===== src/rtl/otter_cu_fsm_pkg.sv =====
// Shared constants for the Otter multicycle control unit: opcodes, state
// encoding, immediate-select codes and the instruction class produced by the
// opcode decoder.
package otter_cu_fsm_pkg;

  // RV32I major opcodes (instr[6:0])
  localparam logic [6:0] OP_LUI    = 7'b0110111;
  localparam logic [6:0] OP_AUIPC  = 7'b0010111;
  localparam logic [6:0] OP_JAL    = 7'b1101111;
  localparam logic [6:0] OP_JALR   = 7'b1100111;
  localparam logic [6:0] OP_BRANCH = 7'b1100011;
  localparam logic [6:0] OP_LOAD   = 7'b0000011;
  localparam logic [6:0] OP_STORE  = 7'b0100011;
  localparam logic [6:0] OP_IMM    = 7'b0010011;
  localparam logic [6:0] OP_OP     = 7'b0110011;
  localparam logic [6:0] OP_SYS    = 7'b1110011;

  // Sequencer state encoding; codes 5..7 are unused and recover to ST_INIT
  localparam logic [2:0] ST_INIT  = 3'd0;
  localparam logic [2:0] ST_FETCH = 3'd1;
  localparam logic [2:0] ST_EXEC  = 3'd2;
  localparam logic [2:0] ST_WB    = 3'd3;
  localparam logic [2:0] ST_INTR  = 3'd4;

  // Immediate generator output select
  localparam int unsigned IMM_W = 3;
  localparam logic [IMM_W-1:0] IMM_SEL_I    = 3'd0;
  localparam logic [IMM_W-1:0] IMM_SEL_S    = 3'd1;
  localparam logic [IMM_W-1:0] IMM_SEL_B    = 3'd2;
  localparam logic [IMM_W-1:0] IMM_SEL_U    = 3'd3;
  localparam logic [IMM_W-1:0] IMM_SEL_J    = 3'd4;
  localparam logic [IMM_W-1:0] IMM_SEL_NONE = 3'd7;

  // What the execute cycle has to enable for a given instruction
  typedef enum logic [2:0] {
    CL_ALU     = 3'd0,  // result to rd, advance PC
    CL_BRANCH  = 3'd1,  // PC only
    CL_STORE   = 3'd2,  // data-port write, advance PC
    CL_LOAD    = 3'd3,  // data-port read, writeback next cycle
    CL_CSR     = 3'd4,  // CSR write plus rd write
    CL_MRET    = 3'd5,  // PC only (return from trap)
    CL_ILLEGAL = 3'd6   // flagged, executed as NOP
  } op_class_t;

endpackage


===== src/rtl/otter_cu_fsm_if.sv =====
// Control bundle between the decoder/CSR file/datapath and the control unit.
// master = control unit, slave = datapath side.
interface otter_cu_fsm_if;
  import otter_cu_fsm_pkg::*;

  logic [6:0]       opcode;
  logic [2:0]       funct3;
  logic             intr;
  logic             csr_mie;
  logic             rst_out;
  logic             pc_write;
  logic             reg_write;
  logic             mem_rden1;
  logic             mem_rden2;
  logic             mem_we2;
  logic             csr_we;
  logic             int_taken;
  logic [IMM_W-1:0] imm_sel;
  logic             illegal;

  modport master (
    input  opcode, funct3, intr, csr_mie,
    output rst_out, pc_write, reg_write, mem_rden1, mem_rden2, mem_we2,
           csr_we, int_taken, imm_sel, illegal
  );

  modport slave (
    output opcode, funct3, intr, csr_mie,
    input  rst_out, pc_write, reg_write, mem_rden1, mem_rden2, mem_we2,
           csr_we, int_taken, imm_sel, illegal
  );

endinterface


===== src/rtl/otter_cu_fsm_op_class.sv =====
// Combinational opcode/funct3 decode into the immediate select and the
// instruction class the sequencer acts on.
module otter_op_class
  import otter_cu_fsm_pkg::*;
(
  input  logic [6:0]       opcode,
  input  logic [2:0]       funct3,
  output logic [IMM_W-1:0] imm_sel,
  output op_class_t        op_class
);

  // Classify the instruction; anything unrecognised is illegal with no immediate
  always_comb begin
    imm_sel  = IMM_SEL_NONE;
    op_class = CL_ILLEGAL;
    case (opcode)
      OP_LUI, OP_AUIPC: begin imm_sel = IMM_SEL_U;    op_class = CL_ALU;    end
      OP_JAL:           begin imm_sel = IMM_SEL_J;    op_class = CL_ALU;    end
      OP_JALR, OP_IMM:  begin imm_sel = IMM_SEL_I;    op_class = CL_ALU;    end
      OP_OP:            begin imm_sel = IMM_SEL_NONE; op_class = CL_ALU;    end
      OP_BRANCH:        begin imm_sel = IMM_SEL_B;    op_class = CL_BRANCH; end
      OP_STORE:         begin imm_sel = IMM_SEL_S;    op_class = CL_STORE;  end
      OP_LOAD:          begin imm_sel = IMM_SEL_I;    op_class = CL_LOAD;   end
      OP_SYS: begin
        imm_sel = IMM_SEL_NONE;
        // funct3 == 0 in SYSTEM is MRET here; everything else is a CSR op
        if (funct3 != 3'd0) begin
          op_class = CL_CSR;
        end else begin
          op_class = CL_MRET;
        end
      end
      default: begin imm_sel = IMM_SEL_NONE; op_class = CL_ILLEGAL; end
    endcase
  end

endmodule


===== src/rtl/otter_cu_fsm.sv =====
// Multicycle control sequencer for the Otter RV32I core:
// INIT -> FETCH -> EXEC [-> WB] [-> INTR] -> FETCH.
// Execute-cycle outputs are Mealy on the opcode held in the IR.
module otter_cu_fsm
  import otter_cu_fsm_pkg::*;
#(
  parameter int unsigned RESET_CYCLES = 1,
  parameter bit          INTR_EN      = 1'b1
) (
  input  logic            clk,
  input  logic            rst_n,
  otter_cu_fsm_if.master  cu
);

  // Clamp to the supported 1..15 range so the 4-bit counter can always terminate
  localparam int unsigned RC_CLAMP  = (RESET_CYCLES < 1) ? 1 : ((RESET_CYCLES > 15) ? 15 : RESET_CYCLES);
  localparam logic [3:0]  INIT_LAST = 4'(RC_CLAMP - 1);

  logic [2:0]       state;
  logic [2:0]       state_nxt;
  logic [3:0]       init_cnt;
  logic [3:0]       init_cnt_nxt;
  logic [IMM_W-1:0] dec_imm_sel;
  op_class_t        dec_class;
  logic             pend;

  otter_op_class u_op_class (
    .opcode   (cu.opcode),
    .funct3   (cu.funct3),
    .imm_sel  (dec_imm_sel),
    .op_class (dec_class)
  );

  // Interrupt is taken only at an instruction boundary and only if enabled globally
  assign pend = INTR_EN & cu.intr & cu.csr_mie;

  // State and init counter registers
  always_ff @(posedge clk or negedge rst_n) begin
    if (!rst_n) begin
      state    <= ST_INIT;
      init_cnt <= 4'd0;
    end else begin
      state    <= state_nxt;
      init_cnt <= init_cnt_nxt;
    end
  end

  // Init counter: counts up while in INIT, saturating at the last init cycle
  always_comb begin
    init_cnt_nxt = 4'd0;
    if (state == ST_INIT) begin
      if (init_cnt != INIT_LAST) begin
        init_cnt_nxt = init_cnt + 4'd1;
      end else begin
        init_cnt_nxt = init_cnt;
      end
    end else begin
      init_cnt_nxt = 4'd0;
    end
  end

  // Next-state logic; loads always finish their writeback before an interrupt
  always_comb begin
    state_nxt = ST_INIT;
    case (state)
      ST_INIT: begin
        if (init_cnt == INIT_LAST) begin
          state_nxt = ST_FETCH;
        end else begin
          state_nxt = ST_INIT;
        end
      end
      ST_FETCH: state_nxt = ST_EXEC;
      ST_EXEC: begin
        if (dec_class == CL_LOAD) begin
          state_nxt = ST_WB;
        end else if (pend) begin
          state_nxt = ST_INTR;
        end else begin
          state_nxt = ST_FETCH;
        end
      end
      ST_WB: begin
        if (pend) begin
          state_nxt = ST_INTR;
        end else begin
          state_nxt = ST_FETCH;
        end
      end
      ST_INTR: state_nxt = ST_FETCH;
      default: state_nxt = ST_INIT;
    endcase
  end

  // Output decode; unused state codes drive the idle (all-off) pattern
  always_comb begin
    cu.rst_out   = 1'b0;
    cu.pc_write  = 1'b0;
    cu.reg_write = 1'b0;
    cu.mem_rden1 = 1'b0;
    cu.mem_rden2 = 1'b0;
    cu.mem_we2   = 1'b0;
    cu.csr_we    = 1'b0;
    cu.int_taken = 1'b0;
    cu.imm_sel   = IMM_SEL_NONE;
    cu.illegal   = 1'b0;
    case (state)
      ST_INIT:  cu.rst_out   = 1'b1;
      ST_FETCH: cu.mem_rden1 = 1'b1;
      ST_EXEC: begin
        cu.imm_sel = dec_imm_sel;
        case (dec_class)
          CL_ALU:     begin cu.reg_write = 1'b1; cu.pc_write = 1'b1; end
          CL_BRANCH:  cu.pc_write  = 1'b1;
          CL_STORE:   begin cu.mem_we2 = 1'b1; cu.pc_write = 1'b1; end
          CL_LOAD:    cu.mem_rden2 = 1'b1;
          CL_CSR:     begin cu.csr_we = 1'b1; cu.reg_write = 1'b1; cu.pc_write = 1'b1; end
          CL_MRET:    cu.pc_write  = 1'b1;
          CL_ILLEGAL: begin cu.illegal = 1'b1; cu.pc_write = 1'b1; end
          default:    begin cu.illegal = 1'b1; cu.pc_write = 1'b1; end
        endcase
      end
      ST_WB: begin
        // imm_sel stays on I so the load address mux is stable during writeback
        cu.reg_write = 1'b1;
        cu.pc_write  = 1'b1;
        cu.imm_sel   = IMM_SEL_I;
      end
      ST_INTR: begin
        cu.int_taken = 1'b1;
        cu.pc_write  = 1'b1;
      end
      default: cu.imm_sel = IMM_SEL_NONE;
    endcase
  end

endmodule


===== src/flat_wrapper.sv =====
// flat-port wrapper written by rule: the top's interface ports become plain ports
module otter_cu_fsm_flat import otter_cu_fsm_pkg::*;
#(
  parameter int unsigned RESET_CYCLES = 1,
  parameter bit          INTR_EN      = 1'b1
)
  (clk, rst_n, cu_opcode, cu_funct3, cu_intr, cu_csr_mie, cu_rst_out, cu_pc_write, cu_reg_write, cu_mem_rden1, cu_mem_rden2, cu_mem_we2, cu_csr_we, cu_int_taken, cu_imm_sel, cu_illegal);
  otter_cu_fsm_if cu_i ();
  input  logic clk;
  input  logic rst_n;
  input wire logic [$bits(cu_i.opcode)-1:0] cu_opcode;
  input wire logic [$bits(cu_i.funct3)-1:0] cu_funct3;
  input wire logic [$bits(cu_i.intr)-1:0] cu_intr;
  input wire logic [$bits(cu_i.csr_mie)-1:0] cu_csr_mie;
  output wire logic [$bits(cu_i.rst_out)-1:0] cu_rst_out;
  output wire logic [$bits(cu_i.pc_write)-1:0] cu_pc_write;
  output wire logic [$bits(cu_i.reg_write)-1:0] cu_reg_write;
  output wire logic [$bits(cu_i.mem_rden1)-1:0] cu_mem_rden1;
  output wire logic [$bits(cu_i.mem_rden2)-1:0] cu_mem_rden2;
  output wire logic [$bits(cu_i.mem_we2)-1:0] cu_mem_we2;
  output wire logic [$bits(cu_i.csr_we)-1:0] cu_csr_we;
  output wire logic [$bits(cu_i.int_taken)-1:0] cu_int_taken;
  output wire logic [$bits(cu_i.imm_sel)-1:0] cu_imm_sel;
  output wire logic [$bits(cu_i.illegal)-1:0] cu_illegal;
  assign cu_i.opcode = cu_opcode;
  assign cu_i.funct3 = cu_funct3;
  assign cu_i.intr = cu_intr;
  assign cu_i.csr_mie = cu_csr_mie;
  assign cu_rst_out = cu_i.rst_out;
  assign cu_pc_write = cu_i.pc_write;
  assign cu_reg_write = cu_i.reg_write;
  assign cu_mem_rden1 = cu_i.mem_rden1;
  assign cu_mem_rden2 = cu_i.mem_rden2;
  assign cu_mem_we2 = cu_i.mem_we2;
  assign cu_csr_we = cu_i.csr_we;
  assign cu_int_taken = cu_i.int_taken;
  assign cu_imm_sel = cu_i.imm_sel;
  assign cu_illegal = cu_i.illegal;
  otter_cu_fsm #(.RESET_CYCLES(RESET_CYCLES), .INTR_EN(INTR_EN)) u_core (.clk(clk), .rst_n(rst_n), .cu(cu_i));
endmodule

===== config.mk =====
export PLATFORM = sky130hd
export DESIGN_NAME = otter_cu_fsm_flat
export DESIGN_NICKNAME = d
export VERILOG_FILES = /design/src/rtl/otter_cu_fsm_pkg.sv /design/src/rtl/otter_cu_fsm_if.sv /design/src/rtl/otter_cu_fsm_op_class.sv /design/src/rtl/otter_cu_fsm.sv /design/src/flat_wrapper.sv
export SDC_FILE = /design/constraint.sdc
export NUM_CORES = 1
export LEC_CHECK = 0
export ABC_AREA = 1
export CORE_MARGIN = 2
export CORE_UTILIZATION = 41
export CTS_CLUSTER_DIAMETER = 100
export DETAILED_ROUTE_END_ITERATION = 8
export PLACE_DENSITY = 0.77
export SYNTH_ARGS = -nofsm -noshare
export SYNTH_HDL_FRONTEND = slang
export SYNTH_SLANG_ARGS = --single-unit
export TNS_END_PERCENT = 50

===== constraint.sdc =====
create_clock -name clk -period 1.3 [get_ports clk]
set_input_delay 0.195 -clock clk [delete_from_list [all_inputs] [get_ports clk]]
set_output_delay 0.195 -clock clk [all_outputs]
set_load 0.02 [all_outputs]

Yosys cells after proc, flatten, opt, wreduce, memory -nomap -nowiden. Index checks and enable logic that the tools add are counted.

Bits of input ports: 14. Register bits after elaboration: 7. Memories: 0. Logic and storage cells: 60. Bits in latches: 0. Memory bits (writable): 0. Bits in read-only memories: 0. Output and inout bits: 12.

Shifts and indexed selects: 0. Bitwise gates (word level): 1. $mul: 0. Add/sub/neg operators: 1. $lt $le $gt $ge: 0. Div/mod/pow operators: 0. Equal/unequal tests: 20. Muxes and demuxes: 25. Reduce and logical (&&, ||, !) cells: 11.

Operators by type and width (count): 3-bit one-hot mux with 5 select lines (3); 7-bit == test, second input constant (4); 7-bit by 6-bit == test with 1-bit output, second input constant (3); 1-bit two-way mux (15); 7-bit by 5-bit == test with 1-bit output, second input constant (2); 3-bit by 2-bit == test with 1-bit output, second input constant (4); 6-bit OR reduction (2); 3-bit == test, second input constant (3); 4-bit two-way mux (2); 7-bit by 2-bit == test with 1-bit output, second input constant (1); 3-bit by 1-bit == test with 1-bit output, second input constant (2); 3-bit logical NOT (2); 3-bit two-way mux (2); 3-bit one-hot mux with 2 select lines (1); 2-bit OR reduction (3); 4-bit by 1-bit adder with 4-bit output, second input constant (1); 4-bit logical NOT (1); 1-bit one-hot mux with 2 select lines (2); 4-bit nonzero test (1); 3-bit nonzero test (1); 3-bit OR reduction (1); 2-bit != test, second input constant (1); 1-bit bitwise AND (1).

Logic depth before layout (Yosys ltp).
Depth after elaboration: 7. Depth in mapped cells: 9. Gate-level depth less buffers: 9.

Cells and area by module. Synthesis repeated with hierarchy kept, for this count alone.

Cell total of the unflattened synthesis: 117. Area, all modules: 699.4 um2.

By module, submodules not included: otter_cu_fsm (sequential area each 175.2 um2, area each 489.2 um2, cells each 71, times used 1); otter_op_class (sequential area each 0.0 um2, area each 210.2 um2, cells each 46, times used 1).

Least setup slack after synthesis. OpenSTA, ideal clock, no wires.

Path type: register -> output. From: register u_core.state[2]. To: output port cu_mem_we2. Cell stages (with the launch flop): 6. Required time: 1105 ps. Path slack: -196 ps. Arrival: 1301 ps. Cell sequence: dfrtp_1 inv_2 nand2_1 nor2_1 inv_1 nor3_1.

Longest elaborated chain between the ends: 2.

Ends and longest elaborated chain: start, declared (line otter_cu_fsm.sv:19) `logic [2:0] state;`; start signal, assigned (line otter_cu_fsm.sv:43) `state <= state_nxt;`; 3-bit by 2-bit == test with 1-bit output (line otter_cu_fsm.sv:107) `case (state)`; 1-bit two-way mux (line otter_cu_fsm.sv:107); end, declared (line flat_wrapper.sv:20) `output wire logic [$bits(cu_i.mem_we2)-1:0] cu_mem_we2;`.

Every way passes these cells.

Worst setup path in the final report.
From: register u_core.state[2]. To: output port cu_reg_write.

Longest elaborated chain between the ends: 2.

Ends and longest elaborated chain: 3-bit by 2-bit == test with 1-bit output (line otter_cu_fsm.sv:107); 1-bit one-hot mux with 2 select lines (*) (line otter_cu_fsm.sv:107); end, declared (line flat_wrapper.sv:17) `output wire logic [$bits(cu_i.reg_write)-1:0] cu_reg_write;`.

Every way passes the cells marked *; elsewhere a longest branch is shown, timed or not.

==> impl_metrics.csv <==
group,metric,value,unit
layout,fin_nets,180,
layout,area_growth,97.0,%
worst_setup_path,critPathMaxFanout,3,
grt,track_usage,24.9,%
detailed_routing,postRouteAntennaNets,0,
outcome,violations,"setup timing",
layout,drive_above_1_share,56.4,%
grt,grt_pass1_wl,3.48,mm
sta,period_needed,1.55,ns
power,clock_power_share,12.0,%
synthesis,ys_seq_elements,7,
clock_tree,clkSlewWorstSetupHoldPaths,0.05,ns
detailed_routing,vias_per_cell,5.06,
power,p_per_area,1370,mW/mm^2
layout,design_area,0.00125,mm^2
layout,antennaDiodeCount,0,
grt,antenna_found_initial,0,
synthesis,synth_seq_area_share,27.6,%
sta,finalMaxSlewViolations,0,
placement,dpl_cell_area,0.00104,mm^2
worst_setup_path,critPathLaunchType,"flop",
floorplanning,rows,14,
detailed_routing,wl,2.32,mm
worst_setup_path,endpoint_kind,"output pin",
placement,place_inst,170,
synthesis,synth.net_count,127,
layout,stdcell_count,179,
sta,worst_pin_slew,0.345,ns
floorplanning,core_area,0.00147,mm^2
detailed_routing,drt-pass1-iter-count,4,
sta,setup_slack,-0.253,ns
power,p_seq_share,18.0,%
floorplanning,die_h,43.3,um
sta,finalSetupTns,-1.93,ns
power,pwr-share-comb,70.0,%
detailed_routing,drc,0,
sta,fmax,0.644,GHz
outcome,status,"complete, but fails checks",
synthesis,avgSynthCellArea,5.71,um^2
floorplanning,start_util,43.1,%
sta,rsz0062_at_grt,"true",
worst_setup_path,cp_data_arrival_time,1.36,ns
clock_tree,numCtsBuffers,3,
synthesis,synth_warnings,0,
grt,grt_max_degree,8,
synthesis,synth_cell_types,18,
sta,hold_viol,0,
synthesis,yosysTopAreaCell,"dfrtp_1",
power,cellLeakagePower,0.679,nW
floorplanning,die_w,43.3,um
clock_tree,cts_tree,"yes",
sta,clock_skew,0.00445,ns
synthesis,syn_inst,111,
placement,place.port_buffers,25,
layout,fin_util,84.9,%
detailed_routing,wire_per_inst,12.9,um
clock_tree,clock_path_buffers,2,
worst_setup_path,critical_path_required,1.11,ns
power,p_int,0.944,mW
grt,grt_overflow,0,
grt,grt_pass1_vias,895,
sta,relSlewSlack,76.9,%
placement,dp_hpwl,1.46,mm
clock_tree,cts.sinks,7,
clock_tree,h-tree-depth,1,
floorplanning,io_pins,26,
run,max_cap_violations,0,
detailed_routing,via_count,906,
clock_tree,clockRootBuffer,"clkbuf_4",
power,switching_power,0.771,mW
power,vdd_ir_drop_max,0.00111,V
placement,gp_congestion,0.768,
layout,nFillCells,93,
power,power,1.72,mW
synthesis,ys_top_cells_by_area,"dfrtp_1, nand2_1, nor2_1",
min_path,hold_class,"in2async",
floorplanning,fp.dieArea,0.00188,mm^2
clock_tree,clk_latency,0.26,ns
sta,period_share,119,%
sta,finalSetupViolations,12,
detailed_routing,drt_iter0_markers,15,
power,swShare,44.9,%
worst_setup_path,path_class,"reg2out",
synthesis,synth_top_area_share,27.6,%
synthesis,syn_area,634,um^2
[sequential cells by signal (all words and copies together), names as in the netlist]
register / count
u_core.init_cnt: 4
u_core.state: 3
[cells in the mapped netlist]
| cell | instances |
|---|---|
| nand2_2 | 2 |
| xnor2_1 | 1 |
| nand4_1 | 1 |
| nor2_2 | 2 |
| o21ai_1 | 2 |
| xor2_1 | 1 |
| a21oi_1 | 4 |
| a21o_1 | 1 |
| ha_1 | 2 |
| dfrtp_1 | 7 |
| inv_2 | 4 |
| inv_1 | 15 |
| nand3_1 | 6 |
| or2_1 | 1 |
| nand2_1 | 34 |
| o21ai_0 | 1 |
| nor2_1 | 22 |
| nor3_1 | 5 |
[worst max-delay path, stage by stage, from the launching register on]
cell and delay, ns:
dfrtp_1 0.39, inv_2 0.09, nand2_4 0.07, nor2_4 0.10
inv_2 0.07, nor2_1 0.09, nand3_1 0.08, nand2_1 0.09
buf_6 0.11
[power groups by stage]
stage / registers, mW / clock network, mW / logic, mW
6_report: 0.309 / 0.207 / 1.20
5_1_grt: 0.309 / 0.221 / 1.27
4_1_cts: 0.306 / 0.214 / 1.11
3_5_place_dp: 0.279 / 0 / 1.00
3_3_place_gp: 0.276 / 0 / 0.988
2_1_floorplan: 0.277 / 0 / 0.447
[path summary, 6_finish.rpt]
kind | from | cells after the start | to | slack, ns
min in group clk | cu_opcode[3] | 6 | u_core.state[0] | 0.51
worst max-delay path | u_core.state[2] | 8 | cu_reg_write | -0.25
worst min register to register | u_core.init_cnt[3] | 2 | u_core.init_cnt[3] | 0.55
max in group asynchronous | rst_n | 1 | u_core.state[0] | 0.82
worst min-delay path | rst_n | 1 | u_core.init_cnt[0] | 0.20
worst max register to register | u_core.state[1] | 7 | u_core.init_cnt[1] | 0.04
[repair_timing]
action | in CTS | in global routing
gates resized for setup | 128 | 22
cloned | 0 | 0
setup endpoints to repair | 13 | 15
setup buffers | 4 | 1
hold buffers | 0 | 0
pin swaps | 20 | 12
[final cells by class]
cell class | instances | area [um^2] | area share (%)
flip-flops and latches | 7 | 176 | 14.1
repair buffers | 48 | 413 | 33.0
inverters | 19 | 73.8 | 5.91
clock buffers | 4 | 26.3 | 2.10
multi-input cells | 85 | 541 | 43.2
well taps | 16 | 20.0 | 1.60
[cell usage in the layout, fill, tap and decap left out, types with 4 or more instances in the layout]
cell type	synthesis	final
buf_2	0	4
buf_4	0	24
buf_6	0	11
dfrtp_1	7	6
inv_1	15	10
inv_2	4	8
nand2_1	34	18
nand2_2	2	15
nand3_1	6	5
nor2_1	22	11
nor2_2	2	6
nor2_4	0	7
[stage by stage]
stage	setup slack (ns)	hold slack, ns
after global placement	-0.901	0.469
after floorplan	-0.0383	-0.101
after detailed placement	-0.958	0.487
after global routing	-0.324	0.227
final	-0.253	0.202
after CTS	-0.217	0.204
[layer usage]
layer	global-route usage (%)	share of wire (%)	routed length (um)	vias to the layer above
met3	4.58	5.3	124	7
met4	13.9	2.3	54	0
met5	0	0	0	-
li1	-	-	-	447
met1	25.6	38	883	414
met2	46.6	54	1260	38
[kinds of logic (layout without fill, tap and decap cells)]
group                    count (synthesis)  after routing  share of synthesized area [%]
AND/OR/NAND/NOR                         73             73                           47.7
buffers and inverters                   19             71                           11.2
AO/OA/AOI/OAI                            8              8                           6.71
flip-flops                               7              7                           27.6
adder cells (fa/ha/maj)                  2              2                           3.94
XOR/XNOR                                 2              2                           2.76
Power figures use the tool's default switching activity.
